==> src/rtl/dmni_multi_rx.sv <==
`default_nettype none
// ============================================================================
// Module   : dmni_multi_rx
// Purpose  : Multi-channel DMNI receive front-end. Each Hermes input link
//            has its own credit-based flit FIFO and end-of-packet timestamp
//            FIFO. Whole packets are granted round-robin onto a single
//            DMA-side stream, tagged with source channel and receive tick.
// Revision : 1.0 - initial release
// ============================================================================
module dmni_multi_rx #(
  parameter int N_CHANNELS  = 4,
  parameter int FLIT_SIZE   = 32,
  parameter int BUFFER_SIZE = 16,
  parameter int TS_DEPTH    = 4,
  localparam int CH_W       = (N_CHANNELS > 1) ? $clog2(N_CHANNELS) : 1
) (
  input  logic                            clk_i,
  input  logic                            rst_i,
  input  logic [31:0]                     tick_counter_i,
  input  logic [N_CHANNELS-1:0]           noc_rx_i,
  input  logic [N_CHANNELS-1:0]           noc_eop_i,
  input  logic [N_CHANNELS*FLIT_SIZE-1:0] noc_data_i,
  output logic [N_CHANNELS-1:0]           noc_credit_o,
  output logic                            tx_o,
  input  logic                            tx_ack_i,
  output logic [FLIT_SIZE-1:0]            data_o,
  output logic                            eop_o,
  output logic [CH_W-1:0]                 ch_o,
  output logic [31:0]                     rcv_timestamp_o,
  output logic                            busy_o,
  output logic [N_CHANNELS-1:0]           pending_o
);

  localparam int FA_W = $clog2(BUFFER_SIZE);
  localparam int FC_W = FA_W + 1;
  localparam int TA_W = $clog2(TS_DEPTH);
  localparam int TC_W = TA_W + 1;

  localparam logic [0:0] S_IDLE   = 1'b0;
  localparam logic [0:0] S_LOCKED = 1'b1;

  logic [0:0]            state, state_nxt;
  logic [CH_W-1:0]       grant, grant_nxt;
  logic [CH_W-1:0]       rr_ptr, rr_nxt;
  logic [CH_W-1:0]       pick;
  logic                  found;
  logic [CH_W-1:0]       cand [N_CHANNELS];
  logic                  xfer;

  logic [N_CHANNELS-1:0] flit_empty;
  logic [N_CHANNELS-1:0] flit_full;
  logic [N_CHANNELS-1:0] ts_full;
  logic [N_CHANNELS-1:0] push;
  logic [N_CHANNELS-1:0] ts_push;
  logic [N_CHANNELS-1:0] flit_pop;
  logic [N_CHANNELS-1:0] ts_pop;
  logic [FLIT_SIZE:0]    flit_head [N_CHANNELS];
  logic [31:0]           ts_head   [N_CHANNELS];

  // A transfer happens only on the granted channel; tx_o never looks at tx_ack_i.
  assign xfer = tx_o && tx_ack_i;

  for (genvar k = 0; k < N_CHANNELS; k++) begin : g_ch
    logic [FLIT_SIZE:0] fmem [BUFFER_SIZE];
    logic [FA_W-1:0]    f_wr, f_rd;
    logic [FC_W-1:0]    f_cnt;
    logic [31:0]        tmem [TS_DEPTH];
    logic [TA_W-1:0]    t_wr, t_rd;
    logic [TC_W-1:0]    t_cnt;

    assign flit_empty[k] = (f_cnt == '0);
    assign flit_full[k]  = (f_cnt == FC_W'(BUFFER_SIZE));
    assign ts_full[k]    = (t_cnt == TC_W'(TS_DEPTH));
    // Credit comes from registered counts only, so a same-cycle pop never frees a slot.
    assign noc_credit_o[k] = !rst_i && !flit_full[k] && !ts_full[k];
    assign push[k]       = noc_rx_i[k] && noc_credit_o[k];
    assign ts_push[k]    = push[k] && noc_eop_i[k];
    assign flit_pop[k]   = xfer && (grant == CH_W'(k));
    // The timestamp leaves together with its eop flit.
    assign ts_pop[k]     = flit_pop[k] && flit_head[k][FLIT_SIZE];
    assign flit_head[k]  = fmem[f_rd];
    assign ts_head[k]    = tmem[t_rd];

    // Storage write: {eop,data} per flit, tick per eop flit.
    always_ff @(posedge clk_i) begin
      if (push[k]) begin
        fmem[f_wr] <= {noc_eop_i[k], noc_data_i[k*FLIT_SIZE +: FLIT_SIZE]};
      end
      if (ts_push[k]) begin
        tmem[t_wr] <= tick_counter_i;
      end
    end

    // Pointer and occupancy bookkeeping for both FIFOs of this channel.
    always_ff @(posedge clk_i) begin
      if (rst_i) begin
        f_wr  <= '0;
        f_rd  <= '0;
        f_cnt <= '0;
        t_wr  <= '0;
        t_rd  <= '0;
        t_cnt <= '0;
      end else begin
        if (push[k])     f_wr <= f_wr + FA_W'(1);
        if (flit_pop[k]) f_rd <= f_rd + FA_W'(1);
        case ({push[k], flit_pop[k]})
          2'b10:   f_cnt <= f_cnt + FC_W'(1);
          2'b01:   f_cnt <= f_cnt - FC_W'(1);
          default: f_cnt <= f_cnt;
        endcase
        if (ts_push[k]) t_wr <= t_wr + TA_W'(1);
        if (ts_pop[k])  t_rd <= t_rd + TA_W'(1);
        case ({ts_push[k], ts_pop[k]})
          2'b10:   t_cnt <= t_cnt + TC_W'(1);
          2'b01:   t_cnt <= t_cnt - TC_W'(1);
          default: t_cnt <= t_cnt;
        endcase
      end
    end
  end

  // Round-robin search: first non-empty channel at or after rr_ptr.
  always_comb begin
    found = 1'b0;
    pick  = '0;
    for (int i = 0; i < N_CHANNELS; i++) begin
      cand[i] = CH_W'((int'(rr_ptr) + i) % N_CHANNELS);
      if (!found && !flit_empty[cand[i]]) begin
        found = 1'b1;
        pick  = cand[i];
      end
    end
  end

  // FSM state, grant and round-robin pointer registers.
  always_ff @(posedge clk_i) begin
    if (rst_i) begin
      state  <= S_IDLE;
      grant  <= '0;
      rr_ptr <= '0;
    end else begin
      state  <= state_nxt;
      grant  <= grant_nxt;
      rr_ptr <= rr_nxt;
    end
  end

  // Next state: lock on a packet in IDLE, release after its eop flit leaves.
  always_comb begin
    state_nxt = state;
    grant_nxt = grant;
    rr_nxt    = rr_ptr;
    case (state)
      S_IDLE: begin
        if (found) begin
          grant_nxt = pick;
          state_nxt = S_LOCKED;
        end
      end
      S_LOCKED: begin
        if (xfer && flit_head[grant][FLIT_SIZE]) begin
          state_nxt = S_IDLE;
          rr_nxt    = (grant == CH_W'(N_CHANNELS - 1)) ? '0 : grant + CH_W'(1);
        end
      end
      default: state_nxt = S_IDLE;
    endcase
  end

  // Outputs: stream comes from the head of the granted channel's FIFOs.
  always_comb begin
    busy_o          = (state == S_LOCKED);
    tx_o            = (state == S_LOCKED) && !flit_empty[grant];
    ch_o            = grant;
    data_o          = flit_head[grant][FLIT_SIZE-1:0];
    eop_o           = tx_o && flit_head[grant][FLIT_SIZE];
    rcv_timestamp_o = ts_head[grant];
    pending_o       = ~flit_empty;
  end

endmodule
`default_nettype wire

==> config.mk <==
export PLATFORM = sky130hd
export DESIGN_NAME = dmni_multi_rx
export DESIGN_NICKNAME = d
export VERILOG_FILES = /design/src/rtl/dmni_multi_rx.sv
export SDC_FILE = /design/constraint.sdc
export NUM_CORES = 2
export LEC_CHECK = 0
export BUFFER_PORTS_ARGS = -buffer_cell sky130_fd_sc_hd__buf_2
export CORE_ASPECT_RATIO = 0.6
export CORE_MARGIN = 2
export CORE_UTILIZATION = 56
export DETAILED_ROUTE_END_ITERATION = 7
export PLACE_DENSITY = 0.75
export RECOVER_POWER = 50
export SYNTH_ARGS = -nofsm -noshare
export SYNTH_HDL_FRONTEND = slang
export SYNTH_SLANG_ARGS = --single-unit
==> constraint.sdc <==
create_clock -name clk_i -period 5 [get_ports clk_i]
set_input_delay 0.75 -clock clk_i [delete_from_list [all_inputs] [get_ports clk_i]]
set_output_delay 0.75 -clock clk_i [all_outputs]
set_load 0.01 [all_outputs]
==> flow_summary_export.csv <==
group,metric,value,unit
final_layout,final_cell_mix,"edfxtp_1, mux4_2, clkbuf_16, clkbuf_1, nor2_1",
timing,rsz0062_at_grt,"false",
yosys,yosysUniqueCellTypes,69,
hold_path,holdCritPathClass,"input pin to register",
drt,vias_per_cell,6.600,
clock_network,h-tree-depth,4,
critical_path,crit_path_frequent_cell,"mux4_2",
clock_network,cts_buffer_depth,4,
timing,tightestPinTransition,1224,ps
clock_network,cts.sinks,2733,
place,gp_congestion,0.8185,
timing,slew_headroom,18.40,%
critical_path,cp_slowest_cell,"dfxtp_4",
grt,grt_overflow,0,
clock_network,insertion_delay,870,ps
drt,first_pass_iters,7,
final_layout,utilization,63.13,%
hold_path,whs_path_depth,2,
timing,slew_viol_final,0,
status,status,"complete, no violations",
grt,grt_pass1_vias,50400,
yosys,syn_inst,4466,
clock_network,clkTransAtPathRegs,60,ps
floorplanning,dieHeight,339.8,um
power_and_ir_drop,ir_drop,0.0003308,V
timing,setup_viol,0,
final_layout,mostFrequentLayoutCell,"edfxtp_1",
floorplanning,die_x,563.6,um
hold_path,hold_path_startpoint,"rst_i",
yosys,yosys_warnings,0,
floorplanning,io_pins,248,
yosys,ys_ff_latch,2733,
final_layout,finalNetCount,5098,
critical_path,r2r-end,"g_ch[1].f_cnt[4]",
place,dp_cells,7133,
critical_path,worst_setup_path_end_kind,"output port",
clock_network,ctsResizeCount,0,
grt,track_usage,27.28,%
critical_path,worstPathMaxFanout,29,
yosys,synth_nets,4696,
timing,fmax,0.2076,GHz
critical_path,r2r_slack,550,ps
critical_path,slowest_delay,730,ps
critical_path,reg2reg_depth,14,
job,max_cap_viol_count,0,
hold_path,holdPathEnd,"g_ch[0].f_rd[0]",
grt,grt_pass1_wl,368.4,mm
timing,final.period_utilization,96.32,%
yosys,synth-seq-area-share,76.96,%
drt,finalWirelength,257.8,mm
power_and_ir_drop,p_per_area,395.2,mW/mm2
yosys,synth-main-ff-cell,"edfxtp_1",
floorplanning,coreArea,0.1870,mm2
clock_network,cts_root_buf,"clkbuf_16",
final_layout,drive_above_1_share,30.53,%
timing,skew,44.15,ps
drt,ant_nets,0,
clock_network,cts_hold_buf,0,
grt,grt_max_degree,74,
critical_path,path_class,"register to output port",
place,dp_hpwl,144.5,mm
power_and_ir_drop,p_leak,35.72,nW
grt,antenna_found_initial,69,
critical_path,worstPathRequired,4250,ps
place,port_buffers,247,
floorplanning,dieArea,0.1915,mm2
clock_network,cts_tree,"built",
floorplanning,initial_core_util,56.27,%
floorplanning,rows,123,
final_layout,final_cell_count_no_fill,7574,
timing,tns,0,ps
timing,post-route-min-period,4816,ps
final_layout,regArea,0.08103,mm2
yosys,netlist_area,0.1052,mm2
critical_path,path_cells,"buf_12, mux4_2, mux4_2, mux4_2, buf_2",
drt,wl_per_cell,34.03,um
critical_path,worstSetupStartpointType,"register",
timing,finalHoldViolCount,0,
yosys,synth_edf_count,2624,
drt,drc,0,
final_layout,fill_cells,12000,
yosys,async_reset_ff_share,0,%
clock_network,cts_buffers,233,
clock_network,post_cts_buffers,0,
critical_path,timing.rr.start,"ch_o[0]",
final_layout,syn_to_final_growth,12.20,%
drt,drtIter0Drc,7136,
yosys,avgSynthCellArea,23.56,um2
final_layout,multi_input_area,0.02348,mm2
drt,route.vias.total,49990,
critical_path,cp.arrival,4070,ps
power by group:
part	internal [mW]	switching [mW]	leakage (nW)
registers	25.3	0.180	24.5
logic	1.16	1.74	7.46
clock network	10.2	8.07	3.71
total	36.7	9.99	35.7
flip-flops by register name, indices dropped and copies added, names as in the netlist, named ones only:
name	flops
busy_o	1
ch_o	2
g_ch.f_cnt	20
g_ch.f_rd	16
g_ch.f_wr	16
g_ch.fmem	2112
g_ch.t_cnt	12
g_ch.t_rd	8
g_ch.t_wr	8
g_ch.tmem	512
rr_ptr	2
cell type report:
class	count	area share (%)
diodes	23	0.04875
well taps	2500	2.650
flip-flops and latches	2733	68.64
multi-input cells	1442	19.89
inverters	49	0.1600
repair buffers	409	2.182
clock inverters	144	1.297
clock buffers	274	5.132
routing by layer:
layer,GRT usage (%),wire [um],vias up
li1,-,-,19790
met1,38.19,94670,26430
met2,40.83,120200,3263
met3,9.671,34780,467
met4,8.430,7804,42
met5,0,267,-
worst max-delay path: cells and delay by family, from the launching register on:
family,cells,cell delay [ps]
muxes,3,1850
DFF,1,730
buffers and inverters,2,530
synthesized netlist by cell type (4+ instances only):
cell	number	area [um2]
edfxtp_1	2624	78800
mux4_2	848	19100
nor2_1	183	686.9
clkbuf_1	144	540.5
dfxtp_1	109	2182
nand2_1	56	210.2
ha_1	55	688.2
inv_1	48	180.2
buf_1	47	176.4
buf_2	46	230.2
xor2_1	39	341.6
a21oi_1	31	155.2
nor3_1	26	130.1
and3_1	18	112.6
mux2i_1	17	170.2
xnor2_1	16	140.1
nand3_1	15	75.07
nand2b_1	12	75.07
nand4_1	9	56.30
nor2b_1	9	56.30
o21ai_0	9	45.04
mux2_2	8	90.09
or3_1	7	43.79
a211oi_1	6	45.04
a2111oi_0	5	43.79
mux2_1	5	56.30
and2_1	4	25.02
fa_1	4	80.08
worst max-delay path by stage:
stage | to | slack [ps] | depth (start not counted) | startpoint
finish | data_o[3] | 180 | 5 | register
global route | data_o[3] | 60 | 5 | register
CTS | data_o[3] | 130 | 5 | register
detailed placement | g_ch[1].f_cnt[4] | 730 | 14 | ch_o[0]
global placement | g_ch[1].f_cnt[4] | 870 | 14 | ch_o[0]
floorplan | g_ch[0].fmem[0][0] | 130 | 7 | rst_i
kinds of logic (layout without fill, tap and decap cells):
logic type               Yosys count  in the layout  synth area share (%)
XOR/XNOR                          55             55                0.4578
buffers and inverters            291            876                 1.121
multiplexers                     879            879                 18.47
AND/OR/NAND/NOR                  357            357                 1.546
adder cells (fa/ha/maj)           59             59                0.7301
flip-flops                      2733           2733                 76.96
other                              0             23                     0
AO/OA/AOI/OAI                     92             92                0.7171
through the flow:
stage / setup WS [ps] / power, mW / hold WS (ps) / instance area [um2]
6_report: 183.9 / 46.66 / 324.9 / 118100
5_1_grt: 55.12 / 47.90 / 314.5 / 118000
4_1_cts: 127.3 / 46.89 / 171.3 / 118300
3_5_place_dp: 729.9 / 28.82 / 487.6 / 110700
3_3_place_gp: 871.3 / 28.77 / 475.1 / 110700
2_1_floorplan: 131.7 / 27.49 / 453.7 / 105200
Power figures use the tool's default switching activity.
